$ cat src/rtl/pipeline_pkg.sv
// Shared pipeline types and constants.
// Fetch sequencer states, default widths and the bubble instruction.
package pipeline_pkg;

   localparam int ADDR_W_DEF = 32;
   localparam int DATA_W_DEF = 32;

   localparam logic [31:0] NOP = 32'h0000_0000;

   typedef enum logic [1:0] {
      FETCH    = 2'd0,
      HOLD     = 2'd1,
      REDIRECT = 2'd2
   } fetch_state_t;

endpackage

$ cat src/rtl/sat_counter.sv
// Saturating up-counter with synchronous clear.
// Clear has priority over increment; the count sticks at all-ones.
module sat_counter #(
   parameter int W = 8
) (
   input  logic         clk,
   input  logic         clr,
   input  logic         inc,
   output logic [W-1:0] q
);

   always_ff @(posedge clk) begin
      if (clr) begin
         q <= '0;
      end else if (inc && (q != '1)) begin
         q <= q + 1'b1;
      end
   end

endmodule

$ cat src/rtl/if_fetch_ctrl.sv
// Instruction-fetch sequencer: drives imem requests, IF freeze/redirect,
// parks a fetched word across hazard stalls and latches in-flight branches.
module if_fetch_ctrl
   import pipeline_pkg::*;
#(
   parameter int ADDR_W  = ADDR_W_DEF,
   parameter int DATA_W  = DATA_W_DEF,
   parameter int TIMEOUT = 255
) (
   input  logic              clk,
   input  logic              rst,
   input  logic [ADDR_W-1:0] cur_pc,
   input  logic              Branch_taken,
   input  logic [ADDR_W-1:0] BranchAddr,
   input  logic              hazard_stall,
   output logic              imem_req,
   output logic [ADDR_W-1:0] imem_addr,
   input  logic              imem_ready,
   input  logic [DATA_W-1:0] imem_rdata,
   output logic              freeze,
   output logic              redirect,
   output logic [ADDR_W-1:0] redirect_addr,
   output logic              instr_valid,
   output logic [DATA_W-1:0] instr_out,
   output logic              flush,
   output logic              err_timeout,
   output logic [15:0]       stall_cycles
);

   fetch_state_t      state;
   logic              br_pend;
   logic [ADDR_W-1:0] br_addr;
   logic [DATA_W-1:0] hold_reg;
   logic [7:0]        wait_cnt;
   logic              in_fetch;
   logic              wait_inc;
   logic              wait_clr;
   logic              stall_inc;

   assign imem_addr = cur_pc;
   assign in_fetch  = (state == FETCH);
   assign wait_inc  = !rst && in_fetch && !imem_ready;
   assign wait_clr  = rst || (in_fetch && imem_ready);
   assign stall_inc = !rst && freeze;

   always_comb begin
      imem_req      = 1'b0;
      freeze        = 1'b1;
      redirect      = 1'b0;
      redirect_addr = '0;
      instr_valid   = 1'b0;
      instr_out     = DATA_W'(NOP);
      flush         = 1'b0;
      if (!rst) begin
         unique case (state)
            FETCH: begin
               imem_req = 1'b1;
               if (imem_ready && !br_pend && !Branch_taken
                   && !hazard_stall) begin
                  freeze      = 1'b0;
                  instr_valid = 1'b1;
                  instr_out   = imem_rdata;
               end
            end
            HOLD: begin
               if (!Branch_taken && !hazard_stall) begin
                  freeze      = 1'b0;
                  instr_valid = 1'b1;
                  instr_out   = hold_reg;
               end
            end
            REDIRECT: begin
               freeze   = 1'b0;
               redirect = 1'b1;
               flush    = 1'b1;
               // a branch resolving in this very cycle is the newer one
               redirect_addr = Branch_taken ? BranchAddr : br_addr;
            end
            default: ;
         endcase
      end
   end

   always_ff @(posedge clk) begin
      if (rst) begin
         state       <= FETCH;
         br_pend     <= 1'b0;
         br_addr     <= '0;
         hold_reg    <= '0;
         err_timeout <= 1'b0;
      end else begin
         unique case (state)
            FETCH: begin
               if (!imem_ready) begin
                  if (Branch_taken) begin
                     br_pend <= 1'b1;
                     br_addr <= BranchAddr;
                  end
                  if (wait_cnt == 8'(TIMEOUT)) begin
                     err_timeout <= 1'b1;
                  end
               end else if (br_pend || Branch_taken) begin
                  if (Branch_taken) begin
                     br_addr <= BranchAddr;
                  end
                  state <= REDIRECT;
               end else if (hazard_stall) begin
                  hold_reg <= imem_rdata;
                  state    <= HOLD;
               end
            end
            HOLD: begin
               if (Branch_taken) begin
                  br_addr <= BranchAddr;
                  state   <= REDIRECT;
               end else if (!hazard_stall) begin
                  state <= FETCH;
               end
            end
            REDIRECT: begin
               br_pend <= 1'b0;
               state   <= FETCH;
            end
            default: state <= FETCH;
         endcase
      end
   end

   sat_counter #(.W(8)) u_wait_cnt (
      .clk (clk),
      .clr (wait_clr),
      .inc (wait_inc),
      .q   (wait_cnt)
   );

   sat_counter #(.W(16)) u_stall_cnt (
      .clk (clk),
      .clr (rst),
      .inc (stall_inc),
      .q   (stall_cycles)
   );

endmodule

$ cat config.mk
export PLATFORM = sky130hd
export DESIGN_NAME = if_fetch_ctrl
export DESIGN_NICKNAME = d
export VERILOG_FILES = /design/src/rtl/pipeline_pkg.sv /design/src/rtl/sat_counter.sv /design/src/rtl/if_fetch_ctrl.sv
export SDC_FILE = /design/constraint.sdc
export NUM_CORES = 1
export LEC_CHECK = 0
export ABC_AREA = 1
export CAP_MARGIN = 20
export CELL_PAD_IN_SITES_DETAIL_PLACEMENT = 0
export CELL_PAD_IN_SITES_GLOBAL_PLACEMENT = 1
export CORE_MARGIN = 1
export CORE_UTILIZATION = 27
export DETAILED_ROUTE_END_ITERATION = 6
export PLACE_DENSITY_LB_ADDON = 0.1
export SLEW_MARGIN = 20
export SYNTH_ARGS = -nofsm -noshare
export SYNTH_HDL_FRONTEND = slang
export SYNTH_HIERARCHICAL = 1
export SYNTH_SLANG_ARGS = --single-unit
$ cat constraint.sdc
create_clock -name clk -period 1.7 [get_ports clk]
set_input_delay 0.255 -clock clk [delete_from_list [all_inputs] [get_ports clk]]
set_output_delay 0.255 -clock clk [all_outputs]
set_load 0.05 [all_outputs]
# After elaboration in Yosys (flattened, before gate mapping)
# Index checks and enable logic that the tools add are counted.
[totals]
inputBits = 101
out_inout_bits = 118
ff_bits = 92
[op_classes]
reduce_logical = 25
eq_ne = 11
n_mux = 31
addsub = 2
bitwise = 2
[ops]
columns = ["op", "n"]
rows = [
  ["$mux W32", 8],
  ["$pmux W32 S2", 2],
  ["$add A16 B1 Y16 const B", 1],
  ["$ne A16 B16 Y1 const B", 1],
  ["$mux W1", 12],
  ["$logic_and A1 B1 Y1", 10],
  ["$mux W2", 5],
  ["$reduce_and A3 Y1", 3],
  ["$add A8 B1 Y8 const B", 1],
  ["$eq A8 B8 Y1 const B", 1],
  ["$ne A8 B8 Y1 const B", 1],
  ["$ne A2 B2 Y1 const B", 3],
  ["$ne A3 B2 Y1 const B", 2],
  ["$logic_not A1 Y1", 5],
  ["$pmux W1 S2", 2],
  ["$pmux W2 S2", 1],
  ["$reduce_and A4 Y1", 1],
  ["$reduce_bool A2 Y1", 2],
  ["$ne A3 B3 Y1 const B", 1],
  ["$pmux W1 S3", 1],
  ["$eq A2 B1 Y1 const B", 1],
  ["$eq A2 B2 Y1 const B", 1],
  ["$logic_not A2 Y1", 1],
  ["$logic_or A1 B1 Y1", 2],
  ["2 further kinds", 3],
]

# Longest topological paths before layout
# Gate-level depths: netlist of run 1.
[depth]
word_depth = 9
mapped_depth = 15
mapped_depth_nobuf = 13

# Cells and area by module
# The synthesis of run 1 kept the hierarchy.
[by_module_without_submodules]
columns = ["module", "area_each_um2", "cells_each", "instances", "seq_area_each_um2"]
rows = [
  ["if_fetch_ctrl", 4413.0, 783, 1, 1361.3],
  ["sat_counter at u_stall_cnt", 929.6, 149, 1, 320.3],
  ["sat_counter at u_wait_cnt", 484.2, 77, 1, 160.2],
]

# Least setup slack after synthesis of run 1
# No wires, ideal clock.
[synth_path]
path_type = "input to output"
start = "input port Branch_taken"
end = "output port instr_out[22]"
t_required_ps = 1445
path_stages = 7
slack_ps = -334
arrival_ps = 1779
path_cell_list = "buf_2 inv_2 nand2_1 nor2_2 buf_2 nand2_1 a21oi_1"
[synth_via]
elab_chain_len = 6
word_cells_on_any_way = 8
classes_between = "4 x mux; 4 x reduce/logical"
[synth_lines]
columns = ["item", "line", "source"]
rows = [
  ["start: declaration", "if_fetch_ctrl.sv:13", "input logic Branch_taken,"],
  ["$logic_not A1 Y1 (*)", "if_fetch_ctrl.sv:58, if_fetch_ctrl.sv:66", ""],
  ["$logic_and A1 B1 Y1", "if_fetch_ctrl.sv:58", "if (imem_ready && !br_pend && !Branch_taken"],
  ["$logic_and A1 B1 Y1", "if_fetch_ctrl.sv:59", "&& !hazard_stall) begin"],
  ["$mux W32", "if_fetch_ctrl.sv:58", ""],
  ["$pmux W32 S2 (*)", "if_fetch_ctrl.sv:55", "unique case (state)"],
  ["$mux W32 (*)", "if_fetch_ctrl.sv:54", "if (!rst) begin"],
  ["end: declaration", "if_fetch_ctrl.sv:24", "output logic [DATA_W-1:0] instr_out,"],
]
# Mark *: on every way between the ends. The rest lies on a longest branch, timed or not.

# Final worst setup path of run 1
[layout_path]
start = "register state[0]"
end = "output port instr_out[17]"
[layout_via]
elab_chain_len = 3
word_cells_on_any_way = 4
classes_between = "1 x eq/ne; 2 x mux; 1 x reduce/logical"
[layout_lines]
columns = ["item", "line", "source"]
rows = [
  ["start: declaration", "if_fetch_ctrl.sv:30", "fetch_state_t state;"],
  ["start signal: assignment", "if_fetch_ctrl.sv:86", "state <= FETCH;"],
  ["start signal: assignment", "if_fetch_ctrl.sv:106", "state <= REDIRECT;"],
  ["start signal: assignment", "if_fetch_ctrl.sv:109", "state <= HOLD;"],
  ["$eq A2 B1 Y1 / $logic_not A2 Y1 (equally long branches)", "if_fetch_ctrl.sv:55", ""],
  ["$pmux W32 S2 (*)", "if_fetch_ctrl.sv:55", ""],
  ["$mux W32 (*)", "if_fetch_ctrl.sv:54", ""],
]
# Marks and branches as above.

==> qor.csv, run 1 <==
stage,metric,value,unit
yosys,yosys_register_bits,92,
yosys,cells_after_synth,1009,
yosys,post_synth_main_area_contributors,"dfxtp_1 32%, nand2_1 20%, nor2_1 14%",
clock_tree,path_clk_slew,0.06,ns
clock_tree,cts_buffers,9,
yosys,synth_top_flop_cell,dfxtp_1,
floorplanning,dieHeight,148.9,um
power_and_ir_drop,fin_total_pwr,6.293,mW
yosys,synth_area,5827,um2
worst_hold_path,hold_path_startpoint,rst,
placement,buffer_ports.inserted,154,
cells_and_area,final_cell_count_no_fill,1465,
placement,globalplace.congestion,0.8039,
setup_path,critPathArrivalTime,1.69,ns
setup_path,rr_startpoint,state[1],
yosys,ys.warnings.count,6,
setup_path,crit_required,1.44,ns
yosys,number_of_enable_flip_flop_cells_after_synthesis,0,
yosys,synth.yosys.seq_area_share,31.61,%
routing,vias_per_cell,4.330,
sta,report.final.hold_viol_count,0,
floorplanning,ioPinCount,219,
job,max-cap-violations,0,
yosys,synth_nets,1112,
power_and_ir_drop,p_leak,4.392,nW
routing,drt-wirelength-per-cell,13.53,um
cells_and_area,final_nets,1289,
routing,num_vias,6344,
cells_and_area,layout.core_utilization,47.30,%
setup_path,worstSetupStartpoint,state[0],
floorplanning,die_width,148.9,um
placement,post-place-cells,1427,
sta,layout_setup_ws,-0.2445,ns
cells_and_area,synthToLayoutAreaGrowth,71.18,%
cells_and_area,stdcell_area,9975,um2
global_route,first_global_vias,6051,
yosys,synth_top_cells_by_count,"305 x nand2_1, 224 x nor2_1, 121 x inv_1, 92 x dfxtp_1, 56 x nand3_1",
clock_tree,clkSinkCount,92,
sta,grt_setup_unrepaired,yes,
routing,drt-total-wl,19820,um
global_route,grt_overflow_total,0,
sta,clock_skew,0.005906,ns
sta,min_period_over_period,114.4,%
placement,detailedPlacementHpwl,12520,um
worst_hold_path,min_path_type,in2reg,
routing,route.antenna.remaining_nets,0,
sta,worst_slew_margin_rel,72.56,%
setup_path,critical_path.startpoint_type,flop,
floorplanning,placeableCoreArea,21090,um2
cells_and_area,drive_above_1_share,27.48,%
clock_tree,cts-root-to-sink-buffers,2,
routing,uppermost_layer_routed,met4,
routing,detail_route.first_pass.iterations,4,
yosys,area_share_of_the_leading_cell_type_in_the_synthesized_netlist,31.61,%
setup_path,timing.critical_path.fanout_max,17,
setup_path,timing.setup.critical_path_class,reg2out,
placement,post_dp_cell_area,8896,um2
sta,timing_worst_slew_pin_value,0.4116,ns
global_route,grt_pass1_wl,31380,um
routing,initialDrtViolationCount,247,
floorplanning,start_util,27.63,%
clock_tree,worst_skew_pair.late_latency,0.35,ns
routing,wl_met2,9310,um
sta,report.final.slew_viol_count,0,
routing,drt_drc_violations_left,0,
power_and_ir_drop,cellPowerDensity,630.9,nW/um2
global_route,gr-usage-all-layers,17.92,%
power_and_ir_drop,ir_worst_vdd,0.3997,mV
outcome,failing_checks,setup timing,
routing,wl_met1,9540,um
yosys,synth.distinct_cells,25,
cells_and_area,antenna_cells,0,
yosys,synth_area_leader_cell,dfxtp_1,
routing,route.met3.wl,803,um
yosys,synth_async_sr_flop_share,0,%
yosys,post-synth-top-count-cell,nand2_1,
clock_tree,tritoncts_clock_tree,built,
yosys,avgSynthCellArea,5.775,um2
floorplanning,placementRows,53,
setup_path,cp-end-kind,primary output,
clock_tree,cts.root.buffer_cell,clkbuf_16,
sta,max_freq,514.3,MHz
sta,period_needed,1.945,ns
floorplanning,floorplan.die_area,22170,um2
global_route,grt_antenna_before_repair,0,
clock_tree,cts-htree-levels,3,
sta,setup-violations-final,74,
global_route,maximum_number_of_pins_on_one_net_before_global_route_repair,48,
outcome,outcome,"complete, but fails checks",
==> cell type report <==
| type | count | area [um2] |
|---|---|---|
| fillers | 2123 | 11110 |
| multi-input cells | 703 | 3682 |
| repair buffers | 254 | 3309 |
| flip-flops and latches | 92 | 1848 |
| inverters | 126 | 479.2 |
| well taps | 275 | 344.1 |
| clock buffers | 12 | 266.5 |
| clock inverters | 3 | 45.04 |
==> where the power goes <==
part | switching, mW | leakage (nW) | internal, mW
Sequential | 0.0812 | 0.756 | 2.30
Combinational | 0.946 | 3.49 | 0.830
Clock | 0.882 | 0.147 | 1.25
==> cell usage in the layout, fill, tap and decap left out, drive strengths merged <==
cell type,netlist,layout
bufbuf,0,2
nor4,1,1
nand3b,1,1
inv,126,125
ha,2,2
nor3,2,2
clkbuf,21,15
clkdlybuf4s50,0,64
nor2,243,243
buf,67,182
nand2,308,308
o21ai,1,1
nand3,59,59
dlygate4sd2,0,3
bufinv,0,1
a21oi,50,50
clkinvlp,0,3
or2,1,1
dfxtp,92,92
nand4,35,35
==> path summary, 6_finish.rpt <==
kind | to | slack [ns] | cells after the start
worst min-delay path | state[1] | 0.19 | 2
worst max-delay path | instr_out[17] | -0.24 | 7
worst max register to register | u_stall_cnt/q[13] | -0.07 | 14
worst min register to register | u_wait_cnt/q[6] | 0.47 | 2
==> what timing repair did <==
action	4_1_cts	5_1_grt
resized for setup	106	14
pin swaps	10	16
hold buffers	0	0
cloned	7	3
setup endpoints to repair	108	94
setup buffers	8	8
==> cell families (layout without fill, tap and decap cells) <==
logic type / after synthesis / in the layout / share of synthesized area, %
adders and majority gates: 2 / 2 / 0.4294
DFF: 92 / 92 / 31.61
and+or+nand+nor: 650 / 650 / 46.60
AOI/OAI and AO/OA: 51 / 51 / 4.380
buffers and inverters: 214 / 395 / 16.99
==> worst max-delay path: stages (launching register included) <==
cell     delay (ns)
dfxtp_2        0.40
nand2_2        0.10
nor2_4         0.10
buf_4          0.13
buf_12         0.16
nand2_1        0.11
a21oi_4        0.18
buf_12         0.15
==> metal layers <==
layer  track usage [%]  vias up
met4             5.153        0
met2             30.53      112
met1             22.94     2832
li1                  -     3393
met3             3.242        7
met5                 0        -
==> stage by stage <==
step | TNS (ns) | worst slack, ns | hold WS [ns]
global route | -15.75 | -0.3298 | 0.2081
CTS | -10.78 | -0.2643 | 0.1720
detailed placement | -49.76 | -0.4670 | 0.4676
finish | -9.189 | -0.2445 | 0.1950
floorplan | -4.156 | -0.1358 | 0.4444
global placement | -48.97 | -0.4372 | 0.4618
Note: power is estimated with default switching activity, not from simulation.
==> run 2, diff against run 1 <==
--- a/config.mk
+++ b/config.mk
@@ -12,7 +12,7 @@
 export CORE_MARGIN = 1
 export CORE_UTILIZATION = 27
 export DETAILED_ROUTE_END_ITERATION = 6
-export PLACE_DENSITY_LB_ADDON = 0.1
+export PLACE_DENSITY_LB_ADDON = 0.3
 export SLEW_MARGIN = 20
 export SYNTH_ARGS = -nofsm -noshare
 export SYNTH_HDL_FRONTEND = slang
==> qor.csv, run 2 (synthesis results as in run 1) <==
stage,metric,value,unit,change
floorplanning,floorplan.die_area,22170,um2,unchanged
floorplanning,ioPinCount,219,,unchanged
global_route,grt_antenna_before_repair,0,,unchanged
cells_and_area,final_nets,1311,,+1.7%
clock_tree,cts-root-to-sink-buffers,2,,unchanged
clock_tree,cts_buffers,9,,unchanged
sta,finalSetupTns,-14.60,ns,-5.416 ns
global_route,gr-usage-all-layers,17.73,%,-0.19 points
power_and_ir_drop,power.sequential.fraction,38.1,%,+0.3 points
floorplanning,dieHeight,148.9,um,unchanged
routing,drt-total-wl,20450,um,+3.2%
sta,period_needed,2.025,ns,+0.08026 ns
global_route,grt_overflow_total,0,,unchanged
clock_tree,tritoncts_clock_tree,built,,
placement,buffer_ports.inserted,154,,unchanged
placement,globalplace.congestion,0.8021,,-0.22%
sta,layout_setup_ws,-0.3248,ns,-0.08026 ns
floorplanning,placementRows,53,,unchanged
sta,grt_setup_unrepaired,yes,,
cells_and_area,synthToLayoutAreaGrowth,77.17,%,
sta,report.final.slew_viol_count,0,,unchanged
floorplanning,start_util,27.63,%,unchanged
sta,report.final.hold_viol_count,0,,unchanged
worst_hold_path,min_path_type,in2reg,,
power_and_ir_drop,p_leak,4.569,nW,+4.0%
routing,num_vias,6526,,+2.9%
setup_path,critPathArrivalTime,1.77,ns,+0.08 ns
clock_tree,clkSinkCount,92,,unchanged
floorplanning,die_width,148.9,um,unchanged
sta,max_freq,493.9,MHz,-4.0%
setup_path,cp-end-kind,primary output,,
global_route,maximum_number_of_pins_on_one_net_before_global_route_repair,41,,-15%
clock_tree,cts-htree-levels,3,,unchanged
power_and_ir_drop,p_int,4.328,mW,-1.3%
routing,detail_route.first_pass.iterations,4,,unchanged
cells_and_area,stdcell_area,10320,um2,+3.5%
sta,min_period_over_period,119.1,%,+4.7 points
placement,post_dp_cell_area,8876,um2,-0.23%
setup_path,critical_path.startpoint_type,flop,,
outcome,outcome,"complete, but fails checks",,
power_and_ir_drop,clock_power_share,31.6,%,-2.3 points
global_route,grt_pass1_wl,31220,um,-0.53%
outcome,failing_checks,setup timing,,
clock_tree,worst_skew_pair.late_latency,0.35,ns,about the same
power_and_ir_drop,cellPowerDensity,605.5,nW/um2,-4.0%
power_and_ir_drop,power.net_switching,1.923,mW,+0.71%
cells_and_area,most_frequent_cells_in_the_layout,"293 x nand2_1, 185 x nor2_1, 114 x inv_1",,
routing,initialDrtViolationCount,237,,-4.0%
sta,clock_skew,0.003963,ns,-0.001943 ns
power_and_ir_drop,power_frac_comb,30.3,%,+2.1 points
global_route,first_global_vias,6173,,+2.0%
cells_and_area,layout_commonest_cell,nand2_1,,
routing,vias_per_cell,4.392,,+1.4%
floorplanning,placeableCoreArea,21090,um2,unchanged
power_and_ir_drop,ir_worst_vdd,0.4207,mV,+5.2%
clock_tree,path_clk_slew,0.06,ns,about the same
routing,drt-wirelength-per-cell,13.76,um,+1.7%
cells_and_area,drive_above_1_share,29.15,%,+1.7 points
sta,timing_worst_slew_pin_value,0.4159,ns,+0.004345 ns
cells_and_area,antenna_cells,0,,unchanged
power_and_ir_drop,switching_share,30.76,%,+0.42 points
setup_path,timing.critical_path.fanout_max,8,,-9
routing,route.antenna.remaining_nets,0,,unchanged
setup_path,timing.setup.critical_path_class,reg2out,,
placement,detailedPlacementHpwl,12320,um,-1.6%
sta,worst_slew_margin_rel,72.27,%,-0.29 points
sta,setup-violations-final,77,,+4.1%
job,max-cap-violations,0,,unchanged
clock_tree,cts.root.buffer_cell,clkbuf_16,,
routing,drt_drc_violations_left,0,,unchanged
setup_path,crit_required,1.44,ns,about the same
## run 2: cell count changes in the layout (fill, tap and decap cells not counted), sizes merged
cell	delta
buf	+16
clkinvlp	-2
clkbuf	+5
bufbuf	-1
clkinv	+2
clkdlybuf4s15	+1
## run 2: metrics by stage
step	power [mW]	utilization (%)	hold WS, ns	setup slack (ns)	std cells
final	6.251	48.96	0.1927	-0.3248	1486
after global routing	6.610	48.96	0.1874	-0.3785	1486
after CTS	6.225	46.65	0.1557	-0.3157	1463
after detailed placement	3.975	42.09	0.4513	-0.4233	1426
after global placement	3.967	42.09	0.4481	-0.4193	1426
after floorplan	3.462	-	0.4444	-0.1358	1009
## run 2: what timing repair did
item                                    4_1_cts  5_1_grt
setup buffers                                16       13
pin swaps                                    17       23
gates resized for setup                     102       47
hold buffers                                  0        0
endpoints found under the setup margin       70      156
gates cloned                                  7       15
## run 2: final cells by class
type / instances / area [um2]
fillers: 2131 / 10760
multi-input cells: 703 / 3722
repair buffers: 276 / 3652
flip-flops and latches: 92 / 1851
inverters: 126 / 481.7
well taps: 275 / 344.1
clock buffers: 11 / 232.7
clock inverters: 3 / 40.04
## run 2: critical path, stage by stage, from the launching register on
cell and delay (ns):
dfxtp_4 0.36, buf_6 0.12, nor2_4 0.12, buf_4 0.17, clkbuf_16 0.17, nand4_1 0.14
a21oi_4 0.19, buf_12 0.15
## run 2: worst paths after layout
path,startpoint,to,slack (ns),depth (start not counted)
worst max-delay path,state[0],instr_out[25],-0.32,7
worst max register to register,state[1],u_stall_cnt/q[13],-0.18,14
worst min-delay path,rst,state[0],0.19,2
worst min register to register,err_timeout,err_timeout,0.46,2
## run 2: power groups by stage
stage / logic (mW) / registers, mW / clock network, mW
2_1_floorplan: 1.03 / 2.43 / 0
3_3_place_gp: 1.54 / 2.42 / 0
3_5_place_dp: 1.55 / 2.43 / 0
4_1_cts: 1.79 / 2.38 / 2.06
5_1_grt: 2.06 / 2.40 / 2.15
6_report: 1.89 / 2.38 / 1.98
## run 2: per-layer routing
layer | up-vias | part of all wire [%] | track usage, %
met1 | 2934 | 46 | 22.24
met3 | 21 | 4.6 | 4.251
li1 | 3444 | - | -
met5 | - | 0 | 0
met2 | 127 | 48 | 30.28
met4 | 0 | 1.4 | 4.388
==> run 3, diff against run 2 <==
--- a/config.mk
+++ b/config.mk
@@ -10,10 +10,10 @@
 export CELL_PAD_IN_SITES_DETAIL_PLACEMENT = 0
 export CELL_PAD_IN_SITES_GLOBAL_PLACEMENT = 1
 export CORE_MARGIN = 1
-export CORE_UTILIZATION = 27
+export CORE_UTILIZATION = 32
 export DETAILED_ROUTE_END_ITERATION = 6
 export PLACE_DENSITY_LB_ADDON = 0.3
-export SLEW_MARGIN = 20
+export SLEW_MARGIN = 25
 export SYNTH_ARGS = -nofsm -noshare
 export SYNTH_HDL_FRONTEND = slang
 export SYNTH_HIERARCHICAL = 1
==> constraint.sdc (replaced) <==
create_clock -name clk -period 2.5 [get_ports clk]
set_input_delay 0.375 -clock clk [delete_from_list [all_inputs] [get_ports clk]]
set_output_delay 0.375 -clock clk [all_outputs]
set_load 0.05 [all_outputs]
==> qor.csv, run 3 (synthesis results as in run 1) <==
stage,metric,value,unit,change
outcome,outcome,finished clean,,
power_and_ir_drop,switching_share,28.99,%,-1.8 points
power_and_ir_drop,p_int,2.779,mW,-36%
cells_and_area,layout.core_utilization,45.58,%,-3.4 points
power_and_ir_drop,ir_worst_vdd,0.3607,mV,-14%
global_route,grt_pass1_wl,26650,um,-15%
sta,report.final.slew_viol_count,0,,unchanged
global_route,grt_antenna_before_repair,0,,unchanged
power_and_ir_drop,power.sequential.fraction,41.3,%,+3.2 points
floorplanning,ioPinCount,219,,unchanged
floorplanning,placementRows,48,,-9.4%
placement,detailedPlacementHpwl,10950,um,-11%
global_route,grt_overflow_total,0,,unchanged
placement,post_dp_cell_area,7690,um2,-13%
cells_and_area,final_nets,1213,,-7.5%
cells_and_area,layout_commonest_cell,nand2_1,,
sta,finalSetupTns,0,ns,+14.60 ns
global_route,maximum_number_of_pins_on_one_net_before_global_route_repair,39,,-4.9%
routing,num_vias,5963,,-8.6%
global_route,gr-usage-all-layers,17.74,%,about the same
sta,period_needed,2.330,ns,
cells_and_area,final_cell_count_no_fill,1339,,-9.9%
sta,hold_ws,0.4623,ns,+0.2696 ns
placement,place_ws,0.1539,ns,+0.5772 ns
setup_path,critical_path.startpoint_type,input pin,,
routing,drt_drc_violations_left,0,,unchanged
routing,detail_route.first_pass.iterations,4,,unchanged
floorplanning,placeableCoreArea,17540,um2,-17%
sta,clock_skew,0.007957,ns,+0.003993 ns
power_and_ir_drop,cellPowerDensity,489.5,nW/um2,-19%
sta,worst_slew_margin_rel,63.86,%,-8.4 points
routing,route.antenna.remaining_nets,0,,unchanged
placement,post-place-cells,1324,,-7.2%
sta,report.final.hold_viol_count,0,,unchanged
sta,timing_worst_slew_pin_value,0.5404,ns,+0.1245 ns
sta,layout_setup_ws,0.1704,ns,+0.4952 ns
floorplanning,die_width,136.9,um,-8.0%
clock_tree,cts.repair.resized,0,,-100%
floorplanning,floorplan.die_area,18750,um2,-15%
cells_and_area,drive_above_1_share,12.57,%,-17 points
routing,drt-wirelength-per-cell,12.11,um,-12%
power_and_ir_drop,p_leak,3.755,nW,-18%
power_and_ir_drop,fin_total_pwr,3.913,mW,-37%
job,max-cap-violations,0,,unchanged
setup_path,crit_required,2.12,ns,+0.68 ns
routing,vias_per_cell,4.453,,+1.4%
clock_tree,path_clk_slew,0.06,ns,about the same
clock_tree,postCtsSetupRepairBufs,0,,-16
setup_path,timing.critical_path.fanout_max,33,,+25
clock_tree,worst_skew_pair.late_latency,0.35,ns,about the same
routing,initialDrtViolationCount,216,,-8.9%
clock_tree,tritoncts_clock_tree,built,,
power_and_ir_drop,clock_power_share,36.3,%,+4.7 points
routing,drt-total-wl,16220,um,-21%
clock_tree,cts.root.buffer_cell,clkbuf_16,,
placement,globalplace.congestion,0.7858,,-2.0%
clock_tree,clkSinkCount,92,,unchanged
placement,buffer_ports.inserted,154,,unchanged
power_and_ir_drop,power.net_switching,1.134,mW,-41%
floorplanning,dieHeight,136.9,um,-8.0%
worst_hold_path,min_path_type,reg2reg,,
clock_tree,cts-root-to-sink-buffers,2,,unchanged
clock_tree,cts_hold_buf,0,,unchanged
clock_tree,cts-htree-levels,3,,unchanged
cells_and_area,synthToLayoutAreaGrowth,37.19,%,
setup_path,critPathArrivalTime,1.95,ns,+0.18 ns
sta,max_freq,429.3,MHz,
cells_and_area,most_frequent_cells_in_the_layout,"305 x nand2_1, 223 x nor2_1, 120 x inv_1",,
clock_tree,cts_buffers,9,,unchanged
global_route,first_global_vias,5398,,-13%
sta,min_period_over_period,93.18,%,
sta,setup-violations-final,0,,-100%
power_and_ir_drop,power_frac_comb,22.4,%,-7.9 points
cells_and_area,antenna_cells,0,,unchanged
sta,grt_setup_unrepaired,no,,
floorplanning,start_util,33.23,%,+5.6 points
setup_path,timing.setup.critical_path_class,in2out,,
cells_and_area,stdcell_area,7994,um2,-23%
setup_path,cp-end-kind,primary output,,
-- run 3: changes by cell type in the layout (fill, tap and decap cells not counted), moves of 21 or more --
cell / delta
clkdlybuf4s50_1: +21
buf_12: -42
nor2_4: -38
a21oi_4: -30
nor2_1: +38
buf_4: -39
a21oi_1: +33
-- run 3: routing by layer --
| layer | GRT usage (%) | vias to the layer above | part of all wire [%] |
|---|---|---|---|
| li1 | - | 3221 | - |
| met5 | 0 | - | 0 |
| met2 | 29.60 | 110 | 46 |
| met3 | 5.037 | 10 | 5.9 |
| met4 | 3.785 | 0 | 0.56 |
| met1 | 22.55 | 2622 | 47 |
-- run 3: worst paths after layout --
path | from | end | slack, ns | cells past startpoint
max reg2reg | state[1] | u_wait_cnt/q[4] | 0.61 | 10
min reg2reg | err_timeout | err_timeout | 0.46 | 2
max | Branch_taken | instr_out[0] | 0.17 | 8
min | err_timeout | err_timeout | 0.46 | 2
-- run 3: layout make-up --
| class | count | area, um2 |
|---|---|---|
| well taps | 225 | 281.5 |
| flip-flops and latches | 92 | 1842 |
| clock inverters | 1 | 30.03 |
| multi-input cells | 703 | 3007 |
| fillers | 1920 | 9543 |
| repair buffers | 178 | 2087 |
| clock buffers | 14 | 274.0 |
| inverters | 126 | 473.0 |
-- run 3: power groups by stage --
stage	logic, mW	clock network [mW]	registers, mW
finish	0.876	1.42	1.62
global route	0.978	1.54	1.63
CTS	0.889	1.48	1.62
detailed placement	0.884	0	1.65
global placement	0.882	0	1.65
floorplan	0.675	0	1.65
-- run 3: critical path, cell delays in order --
cell	delay (ns)
clkdlybuf4s50_1	0.52
inv_2	0.10
nand2_1	0.06
nor2_2	0.14
buf_12	0.20
nand2_1	0.07
a21oi_1	0.27
buf_12	0.18
